--- config.mk ---
export PLATFORM = sky130hd
export DESIGN_NAME = dot_feeder
export DESIGN_NICKNAME = d
export VERILOG_FILES = /design/src/rtl/dot_feeder.sv
export SDC_FILE = /design/constraint.sdc
export NUM_CORES = 1
export LEC_CHECK = 0
export BUFFER_PORTS_ARGS = -buffer_cell sky130_fd_sc_hd__buf_2
export CORE_MARGIN = 10
export CORE_UTILIZATION = 50
export CTS_CLUSTER_SIZE = 20
export DETAILED_ROUTE_END_ITERATION = 8
export MAX_ROUTING_LAYER = met4
export PLACE_DENSITY_LB_ADDON = 0.3
export SLEW_MARGIN = 10
export SYNTH_ARGS = -nofsm -noshare
export SYNTH_HDL_FRONTEND = slang
export SYNTH_SLANG_ARGS = --single-unit
--- constraint.sdc ---
create_clock -name clk_i -period 8.5 [get_ports clk_i]
set_clock_uncertainty 0.1 [all_clocks]
set_input_delay 0 -clock clk_i [delete_from_list [all_inputs] [get_ports clk_i]]
set_output_delay 0 -clock clk_i [all_outputs]
set_load 0.01 [all_outputs]
--- src/rtl/dot_feeder.sv ---
`default_nettype none
// ============================================================================
//  Module      : dot_feeder
//  Description : Holds two element vectors (A and B) and streams them to an
//                external dot-product accumulator on request. The block then
//                captures the accumulator result and holds it for a
//                downstream consumer.
//  Revision    : 1.0  initial release
// ============================================================================
module dot_feeder #(
  parameter int MAX_LEN = 8,
  parameter int W       = 16
) (
  input  logic                       clk_i,
  input  logic                       reset_i,
  input  logic                       wr_en_i,
  input  logic [$clog2(MAX_LEN)-1:0] wr_addr_i,
  input  logic [W-1:0]               wr_a_i,
  input  logic [W-1:0]               wr_b_i,
  input  logic                       start_i,
  input  logic [$clog2(MAX_LEN):0]   len_i,
  output logic [W-1:0]               A_o,
  output logic [W-1:0]               B_o,
  output logic                       A_v_o,
  output logic                       B_v_o,
  input  logic                       ready_i,
  output logic                       done_acc_o,
  input  logic [W-1:0]               accum_i,
  input  logic                       v_i,
  output logic                       yumi_o,
  output logic [W-1:0]               res_o,
  output logic                       res_v_o,
  input  logic                       res_ready_i,
  output logic                       busy_o
);

  localparam int              AW        = $clog2(MAX_LEN);
  localparam int              LW        = AW + 1;
  localparam logic [LW-1:0]   MAX_LEN_L = LW'(MAX_LEN);

  typedef enum logic [2:0] {
    S_IDLE    = 3'd0,
    S_REQ     = 3'd1,
    S_STREAM  = 3'd2,
    S_WAITRES = 3'd3,
    S_OUT     = 3'd4
  } state_t;

  state_t          state_q, state_d;
  logic [AW-1:0]   k_q, k_d;
  logic [LW-1:0]   len_q, len_d;
  logic [W-1:0]    res_q, res_d;
  logic [W-1:0]    bufa_q [MAX_LEN];
  logic [W-1:0]    bufb_q [MAX_LEN];
  logic            last_elem;

  // The final element is the one whose index equals the latched length minus one.
  assign last_elem = ({1'b0, k_q} == (len_q - LW'(1)));
  assign res_o     = res_q;

  // Vector buffers: cleared by reset and writable only while idle, so a
  // request in flight always streams a stable snapshot.
  always_ff @(posedge clk_i) begin
    if (!reset_i) begin
      for (int i = 0; i < MAX_LEN; i++) begin
        bufa_q[i] <= '0;
        bufb_q[i] <= '0;
      end
    end else if (wr_en_i && (state_q == S_IDLE)) begin
      bufa_q[wr_addr_i] <= wr_a_i;
      bufb_q[wr_addr_i] <= wr_b_i;
    end
  end

  // Control state, element index, latched length and captured result.
  always_ff @(posedge clk_i) begin
    if (!reset_i) begin
      state_q <= S_IDLE;
      k_q     <= '0;
      len_q   <= '0;
      res_q   <= '0;
    end else begin
      state_q <= state_d;
      k_q     <= k_d;
      len_q   <= len_d;
      res_q   <= res_d;
    end
  end

  // Next-state and output decode; outputs are forced low while reset is held.
  always_comb begin
    state_d    = state_q;
    k_d        = k_q;
    len_d      = len_q;
    res_d      = res_q;
    A_o        = '0;
    B_o        = '0;
    A_v_o      = 1'b0;
    B_v_o      = 1'b0;
    done_acc_o = 1'b0;
    yumi_o     = 1'b0;
    res_v_o    = 1'b0;
    busy_o     = 1'b0;

    unique case (state_q)
      S_IDLE: begin
        // A zero-length request carries no work and is dropped.
        if (start_i && (len_i != '0)) begin
          len_d   = (len_i > MAX_LEN_L) ? MAX_LEN_L : len_i;
          k_d     = '0;
          state_d = S_REQ;
        end
      end
      S_REQ: begin
        busy_o = 1'b1;
        A_o    = bufa_q[0];
        B_o    = bufb_q[0];
        A_v_o  = 1'b1;
        B_v_o  = 1'b1;
        if (ready_i) begin
          k_d     = '0;
          state_d = S_STREAM;
        end
      end
      S_STREAM: begin
        busy_o = 1'b1;
        A_o    = bufa_q[k_q];
        B_o    = bufb_q[k_q];
        if (last_elem) begin
          done_acc_o = 1'b1;
          k_d        = '0;
          state_d    = S_WAITRES;
        end else begin
          k_d = k_q + AW'(1);
        end
      end
      S_WAITRES: begin
        busy_o = 1'b1;
        yumi_o = v_i;
        if (v_i) begin
          res_d   = accum_i;
          state_d = S_OUT;
        end
      end
      S_OUT: begin
        busy_o  = 1'b1;
        res_v_o = 1'b1;
        if (res_ready_i) begin
          state_d = S_IDLE;
        end
      end
      default: begin
        state_d = S_IDLE;
      end
    endcase

    if (!reset_i) begin
      A_o        = '0;
      B_o        = '0;
      A_v_o      = 1'b0;
      B_v_o      = 1'b0;
      done_acc_o = 1'b0;
      yumi_o     = 1'b0;
      res_v_o    = 1'b0;
      busy_o     = 1'b0;
    end
  end

endmodule
`default_nettype wire

Word-level counts from Yosys, hierarchy flattened:

Memories as Yosys holds them, arrays and structs flattened. A register that Yosys moved wholly into a read port is not among the register bits.
Cells that the tools add are included.

* word-level logic and storage cells: 71
* flip-flop bits (word level): 26
* output and inout port bits: 54
* input port bits: 62
* memory bits (writable): 256
* memories kept: 2
* memory bits (read-only): 0
* bits in latches: 0

* $mul: 0
* bitwise operators: 0
* eq/ne operators: 10
* shift-type cells: 0
* muxes and demuxes: 40
* order comparisons: 1
* reductions and logical operators: 12
* add/subtract/negate cells: 2
* div/mod/pow operators: 0

Memory list
* bufa_q: words 8, width 16, rd ports 2, clocked after memory_dff 1, wr ports 8, RTL line 53 `logic [W-1:0] bufa_q [MAX_LEN];`
* bufb_q: words 8, width 16, rd ports 2, clocked after memory_dff 1, wr ports 8, RTL line 54 `logic [W-1:0] bufb_q [MAX_LEN];`

Operators with widths (count)
* 16-bit two-way mux: 4
* 16-bit case mux with 2 select lines: 2
* 3-bit two-way mux: 14
* 16-bit OR reduction: 2
* 1-bit two-way mux: 17
* 3-bit case mux with 5 select lines: 1
* 3-bit case mux with 3 select lines: 1
* 2-bit != test (second input constant): 4
* 3-bit by 2-bit equality test with 1-bit output (second input constant): 2
* 5-bit AND reduction: 1
* 3-bit by 4-bit equality test with 1-bit output: 1
* 4-bit greater-than comparator (second input constant): 1
* 4-bit two-way mux: 1
* 2-bit AND reduction: 2
* 4-bit nonzero test: 1
* 4-bit OR reduction: 1
* 4-bit by 1-bit subtractor with 4-bit output (second input constant): 1
* 3-bit by 1-bit adder with 3-bit output (second input constant): 1
* 3-bit by 1-bit equality test with 1-bit output (second input constant): 1
* 3-bit equality test (second input constant): 1
* 3-bit zero test: 1
* 3-bit AND reduction: 1
* 3-bit nonzero test: 1
* 1-bit logical AND: 2
* 2-bit by 1-bit != test with 1-bit output (second input constant): 1

Longest topological paths before layout:

Gate-level depths: netlist of the first run.

* depth in word-level cells: 7
* mapped depth: 7
* depth with buffers taken out: 7

Worst setup path before layout of the first run:

OpenSTA, ideal clock, no wires.

* kind: flip-flop to flip-flop
* start: reg state_q[2]
* end: mem bufa_q[2][0] (enable)
* library setup time: 466 ps
* data required time: 7934 ps
* slack: 4666 ps
* stages on the path, launching flop included: 5
* data arrival time: 3268 ps
* cell sequence: dfxtp_1 buf_2 nor2_1 nand4b_1 o21ai_0

RTL lines
* start, declared: RTL line 49 `state_t state_q, state_d;`
* start signal, assigned: RTL line 83 `state_q <= state_d;`
* end, declared: RTL line 53

==> results of run 1 <==
==> synthesized netlist by cell type (all sizes together) (2+ instances only) <==
| cell | number |
|---|---|
| nand2b | 7 |
| a21boi | 20 |
| buf | 14 |
| nand3 | 3 |
| nor2b | 5 |
| inv | 3 |
| nor2 | 8 |
| and3 | 3 |
| clkbuf | 44 |
| and2 | 257 |
| dfxtp | 29 |
| nand3b | 4 |
| nand4b | 3 |
| or3 | 2 |
| mux2i | 34 |
| or4 | 2 |
| o21ai | 39 |
| xor2 | 3 |
| mux4 | 64 |
| nor3 | 4 |
| nand2 | 71 |
| ha | 2 |
| edfxtp | 256 |
==> routing by layer <==
layer,routed length [um],global-route usage (%),part of all wire [%],vias up
li1,-,-,-,3619
met1,13200,24.4,43,3947
met2,15200,31.1,49,224
met3,1740,2.70,5.6,47
met4,723,5.24,2.3,0
met5,0,-,0,-
==> sequential cells by signal, indices dropped and copies added, names as in the netlist, named ones only <==
signal and count:
bufb_q 128, bufa_q 128, res_o 16, len_q 4, k_q 3, state_q 3
==> how the worst min path moves through the flow <==
stage | from | to | slack [ns] | depth (start not counted)
final | reset_i | len_q[2]$_SDFFE_PN0P_ | 0.02 | 2
after floorplan | accum_i[10] | res_o[10]$_SDFFE_PN0P_ | 0.04 | 2
after CTS | reset_i | res_o[14]$_SDFFE_PN0P_ | 0.003 | 2
after global routing | reset_i | res_o[5]$_SDFFE_PN0P_ | 0.04 | 2
after detailed placement | accum_i[3] | res_o[3]$_SDFFE_PN0P_ | 0.16 | 3
after global placement | accum_i[0] | res_o[0]$_SDFFE_PN0P_ | 0.16 | 3
==> final cells by class <==
| class | instances | area (sq um) | area share (%) |
|---|---|---|---|
| inverter | 3 | 11.3 | 0.0717 |
| tap | 330 | 413 | 2.63 |
| sequential | 285 | 8270 | 52.7 |
| clock inverter | 13 | 116 | 0.741 |
| antenna | 1 | 2.50 | 0.0159 |
| multi-input combinational | 545 | 4570 | 29.1 |
| clock buffer | 43 | 841 | 5.35 |
| timing repair buffer | 209 | 1470 | 9.38 |
==> logic make-up (layout without fill, tap and decap cells) <==
group / count (synthesis) / after routing
and+or+nand+nor: 373 / 373
DFF: 285 / 285
muxes: 99 / 99
AOI/OAI and AO/OA: 67 / 67
buffers and inverters: 61 / 268
xor gates and xnor gates: 4 / 4
adders and majority gates: 2 / 2
other: 0 / 1
==> timing repair <==
action                     4_1_cts  5_1_grt
hold endpoints to repair       281        0
hold buffers                    77        0
setup buffers                    0        0
setup endpoints to repair        0        0
==> metrics by stage <==
step | util (%) | setup WS [ns] | hold slack (ns) | total power [uW] | std cells
floorplan | - | 4.67 | 0.0449 | 1930 | 891
global placement | 55.0 | 4.54 | 0.155 | 2060 | 1295
detailed placement | 55.0 | 4.40 | 0.161 | 2070 | 1295
CTS | 61.8 | 4.65 | 0.00266 | 3360 | 1428
global route | 61.8 | 4.39 | 0.0359 | 3450 | 1429
finish | 61.8 | 4.64 | 0.0169 | 3330 | 1429
==> power breakdown <==
group / leakage (uW) / switching [uW] / internal, uW
Combinational: 0.00240 / 224 / 192
Clock: 0.000467 / 525 / 745
Sequential: 0.00289 / 47.9 / 1600
Total: 0.00575 / 797 / 2540
==> summary.txt, run 1 <==
Floorplanning
  • Die Width: 181 um
  • FP Rows: 58
  • Die area: between 0.03 and 0.04 sq mm
  • Vert. Die Dim: ~180 um
  • # IOs: around 120
  • Core Region: approximately 0.025 sq mm
  • Starting Density: about half

Logic synthesis
  • Largest cells by area after synthesis: edfxtp_1, and2_1, mux4_2
  • Top FF cell, synth: edfxtp_1
  • Multiplexer share of the synthesized area: roughly 14%
  • Yosys warnings: 0
  • Synthesized Nets: 955
  • Post-synthesis area per instance: roughly 15 sq um
  • Mapped Cells: 891
  • Top-area cell type share of the netlist area: between 50% and 60%
  • Xor/xnor share of the synthesized area: less than 1%
  • Post-synth EDFFs: between 200 and 300
  • Synth Area in Adders: less than 1%
  • Synth Cell Area: between 0.01 and 0.015 sq mm
  • Largest family of logic cells by synthesized area: simple AND/OR/NAND/NOR gates
  • Async set-reset flop share out of synthesis: 0%
  • Register area share after synthesis: between 60% and 70%
  • Simple-Gate Fraction of Synth Area: about 17%
  • Synth unique cells: 42
  • Synthesis-stage register bit count: about 290
  • Synth Area in Compound Gates: ~3.4%
  • Top cell type by total area after synthesis: edfxtp_1

Routing
  • Drt first pass iters: 5
  • Starting DRC count in detailed routing: approximately 580
  • Post-route DRC: 0
  • WL final: just over 30,000 um
  • Vias: between 7,000 and 8,000
  • Post-detailed-route count of antenna-violating nets: 0
  • Routed WL per cell: 21.6 um
  • Vias per inst: between 5 and 6

Setup path
  • CP cell instances: nor2b_1, nand4_1, nor3_4, nand2b_2
  • Crit. path cell count: 4
  • R2R Path Start: state_q[0]$_SDFFE_PN0P_
  • Worst setup EP type: flop
  • Worst reg2reg path depth: 4
  • Critical Path RT: roughly 8.6 ns
  • Data arrival, critical path: just under 4 ns
  • Crit start category: flop
  • Crit path max fanout: 33
  • R2R setup slack: between 4 and 5 ns
  • Delay-heaviest family, CP: simple AND/OR/NAND/NOR gates
  • Critical Path Start: state_q[0]$_SDFFE_PN0P_
  • CP endpoint: bufb_q[1][7]$_SDFFCE_PN0P_
  • Bufs and invs on worst path: 0
  • Worst r2r dst: bufb_q[1][7]$_SDFFCE_PN0P_
  • Slowest CP cell: nor3_4
  • Slowest stage delay, CP: ~1.2 ns
  • Critical path class: flop to flop

Global routing
  • First-pass GRT wire length: ~48,000 um
  • Initial antenna violation count: 1
  • GRT overflow: 0
  • Vias in the first global route: between 8,000 and 9,000
  • Total Routing Usage GR: 19.0%
  • Largest net degree at the start of global routing: 65

Run
  • Max Cap Violations: 0

Clocking
  • CTS tree: built
  • Total CTS buffers: 30
  • Post-CTS sizing: 0
  • CTS max path bufs: 3
  • Clk Latency, worst-skew pair: about 0.55 ns
  • H-tree levels: 1
  • Num Clock Sinks: ~290
  • Clock root buffer master: clkbuf_16
  • Clk pin slew, worst setup/hold paths: 0.06 ns

Cells and area
  • Most frequent cells in the layout: and2_1, edfxtp_1, buf_2
  • Area growth, synth to finish: 20.9%
  • Layout cells sized above 1: a little under a quarter
  • Commonest non-fill, non-tap cell in the layout: and2_1
  • Fin nets: between 1,000 and 1,500
  • Fillers: approximately 1,900
  • Layout Cell Area excl Fill: 0.0157 sq mm

Timing
  • Slew Limit Fails: 0
  • Post-layout min period: 3.86 ns
  • Period utilization: a little under half
  • Worst slew pin tran: approximately 1.2 ns
  • Worst slew margin: between 10% and 20%
  • RSZ-0062 raised after global routing: no
  • Setup TNS: 0 ns
  • Fmax: roughly 260 MHz
  • Fin. Hold Viols: 0
  • # setup viols final: 0

Min path
  • Hold/Removal Path Class: primary input to flop

Status
  • Outcome: finished, final reports clean

Pwr
  • Leak: 0.00575 uW
  • Power density over cell area: 212 mW/mm^2
  • Maximum VDD drop: 0.000171 V

Place
  • Dpl cell area: 0.0140 sq mm
  • Post-DP HPWL: between 15,000 and 20,000 um
  • Gpl congestion: approximately 0.74
  • Port Buf Inserts: between 100 and 150
No activity file was read; power rests on OpenSTA's default activity.
==> run 2, diff against run 1 <==
==> constraint.sdc (replaced) <==
create_clock -name clk_i -period 3.86 [get_ports clk_i]
set_clock_uncertainty 0.1 [all_clocks]
set_input_delay 0 -clock clk_i [delete_from_list [all_inputs] [get_ports clk_i]]
set_output_delay 0 -clock clk_i [all_outputs]
set_load 0.01 [all_outputs]
==> summary.txt, run 2 (synthesis results as in run 1) <==
Floorplanning
  • Die Width: ~180 um
  • # IOs: ~120
  • Core Region: between 0.02 and 0.03 sq mm
  • FP Rows: 58
  • Die area: between 0.03 and 0.04 sq mm
  • Starting Density: 51.1%
  • Vert. Die Dim: roughly 180 um

Cells and area
  • Fillers: approximately 1,800
  • Most frequent cells in the layout: and2_1, edfxtp_1, buf_2
  • Commonest non-fill, non-tap cell in the layout: and2_1
  • Fin nets: between 1,000 and 1,500
  • Finished Layout Cells: roughly 1,500
  • Final Util: 63.6%
  • Layout cells sized above 1: roughly 25%
  • Area growth, synth to finish: 24.4%

Timing
  • Fin. Hold Viols: 0
  • Period utilization: 86.1%
  • Slew Limit Fails: 0
  • Post-layout min period: 3.32 ns
  • Fmax: between 300 and 400 MHz
  • Worst slew margin: approximately 18%
  • RSZ-0062 raised after global routing: no
  • # setup viols final: 0
  • Setup TNS: 0 ns
  • Worst slew pin tran: around 1.2 ns

Pwr
  • Leak: 0.00602 uW
  • Clk network pwr share: about 40%
  • Power density over cell area: approximately 470 mW/mm^2
  • Sequential Power Share: approximately 47%
  • Sw Ratio: 23.6%
  • Internal Power: between 5000 and 6000 uW
  • Switching power: 1800 uW
  • Comb power frac: approximately an eighth
  • Maximum VDD drop: 0.000359 V

Place
  • Gpl congestion: roughly 0.8
  • Port Buf Inserts: around 120
  • Placed cells: between 1,000 and 1,500
  • Post-DP HPWL: around 18,000 um

Min path
  • Hold/Removal Path Class: primary input to flop
  • Worst hold start: ready_i
  • WHS Path Cells: 6
  • Hold EP: k_q[2]$_SDFFE_PN0P_

Routing
  • Post-route DRC: 0
  • WL final: about 32,000 um
  • Routed WL per cell: about 22 um
  • Starting DRC count in detailed routing: between 500 and 600
  • Vias: ~8,000
  • Vias per inst: approximately 5.5
  • Drt first pass iters: 5
  • Post-detailed-route count of antenna-violating nets: 0

Clocking
  • CTS tree: built
  • Clock root buffer master: clkbuf_16
  • Clk pin slew, worst setup/hold paths: around 0.060 ns
  • Cts hold-fix bufs: a little under 100
  • Num Clock Sinks: 285
  • Post-CTS sizing: 0
  • Post-CTS Repair Setup Buffers: 0
  • H-tree levels: 1
  • Clk Latency, worst-skew pair: about 0.55 ns
  • CTS max path bufs: 3
  • Total CTS buffers: 30

Setup path
  • R2R Path Start: state_q[0]$_SDFFE_PN0P_
  • Worst reg2reg path depth: 6
  • Data arrival, critical path: 3.71 ns
  • Worst r2r dst: res_o[12]$_SDFFE_PN0P_
  • Slowest stage delay, CP: around 0.84 ns
  • CP cell instances: nand2_1, nor3_2, nand2_1, dlygate4sd3_1, a21boi_0, dlygate4sd3_1
  • Crit path max fanout: 18
  • Critical Path RT: 4.24 ns
  • Critical path class: flop to flop
  • Crit start category: flop
  • Worst setup EP type: flop
  • Slowest CP cell: nor3_2
  • R2R setup slack: 0.54 ns

Global routing
  • Largest net degree at the start of global routing: 65
  • Vias in the first global route: 8,420
  • GRT overflow: 0
  • Total Routing Usage GR: about a fifth
  • Initial antenna violation count: 3
  • First-pass GRT wire length: 49,200 um

Status
  • Outcome: finished, final reports clean

Run
  • Max Cap Violations: 0
## run 2: cell count changes in the layout (fill, tap and decap cells not counted), sizes merged
cell	change
clkinv	+3
bufinv	+4
clkbuf	-8
dlygate4sd3	+21
diode	+2
inv	+1
buf	+9
## run 2: how the worst max path moves through the flow
stage | cells after the start | slack, ns | from | to
after detailed placement | 5 | 0.96 | state_q[0]$_SDFFE_PN0P_ | bufa_q[1][14]$_SDFFCE_PN0P_
after floorplan | 4 | 0.03 | state_q[2]$_SDFFE_PN0P_ | bufa_q[2][0]$_SDFFCE_PN0P_
final | 6 | 0.54 | state_q[0]$_SDFFE_PN0P_ | res_o[12]$_SDFFE_PN0P_
after CTS | 6 | 0.62 | state_q[0]$_SDFFE_PN0P_ | res_o[12]$_SDFFE_PN0P_
after global placement | 5 | 1.05 | state_q[0]$_SDFFE_PN0P_ | bufa_q[1][12]$_SDFFCE_PN0P_
after global routing | 6 | 0.34 | state_q[0]$_SDFFE_PN0P_ | res_o[12]$_SDFFE_PN0P_
## run 2: final cells by class
cell class	count	area, sq um	share of cell area, %
Sequential cell	285	8270	51.2
Clock inverter	21	262	1.62
Timing Repair Buffer	239	1830	11.3
Inverter	3	11.3	0.0697
Multi-Input combinational cell	545	4570	28.3
Tap cell	330	413	2.56
Clock buffer	35	791	4.89
Antenna cell	3	7.51	0.0465
## run 2: power by group through the flow
| stage | clock network [uW] | registers (uW) | logic [uW] |
|---|---|---|---|
| finish | 3060 | 3620 | 967 |
| global route | 3220 | 3640 | 1050 |
| CTS | 3110 | 3620 | 977 |
| detailed placement | 0 | 3690 | 895 |
| global placement | 0 | 3680 | 885 |
| floorplan | 0 | 3640 | 603 |
## run 2: routing by layer
metal	GRT usage (%)	up-vias	wire, um
met5	-	-	0
met4	5.14	0	651
met3	3.20	46	1770
met2	32.6	242	16200
met1	24.3	3989	13200
li1	-	3695	-
## run 2: metrics by stage
stage                     setup WS (ns)  hold WS [ns]  total power [uW]  instance area, sq um
after CTS                         0.621        0.0257              7710                 16200
after detailed placement          0.957         0.160              4580                 14100
after global routing              0.341        0.0879              7910                 16200
after global placement             1.05         0.150              4560                 14100
final                             0.535        0.0425              7650                 16200
after floorplan                  0.0264        0.0449              4240                 13000
## run 2: worst max-delay path, delay by kind of cell (launching register included)
kind,cells,cell delay (ns)
AND/OR/NAND/NOR,3,1.18
buffers and inverters,2,1.22
flip-flops,1,0.59
AO/OA/AOI/OAI,1,0.17
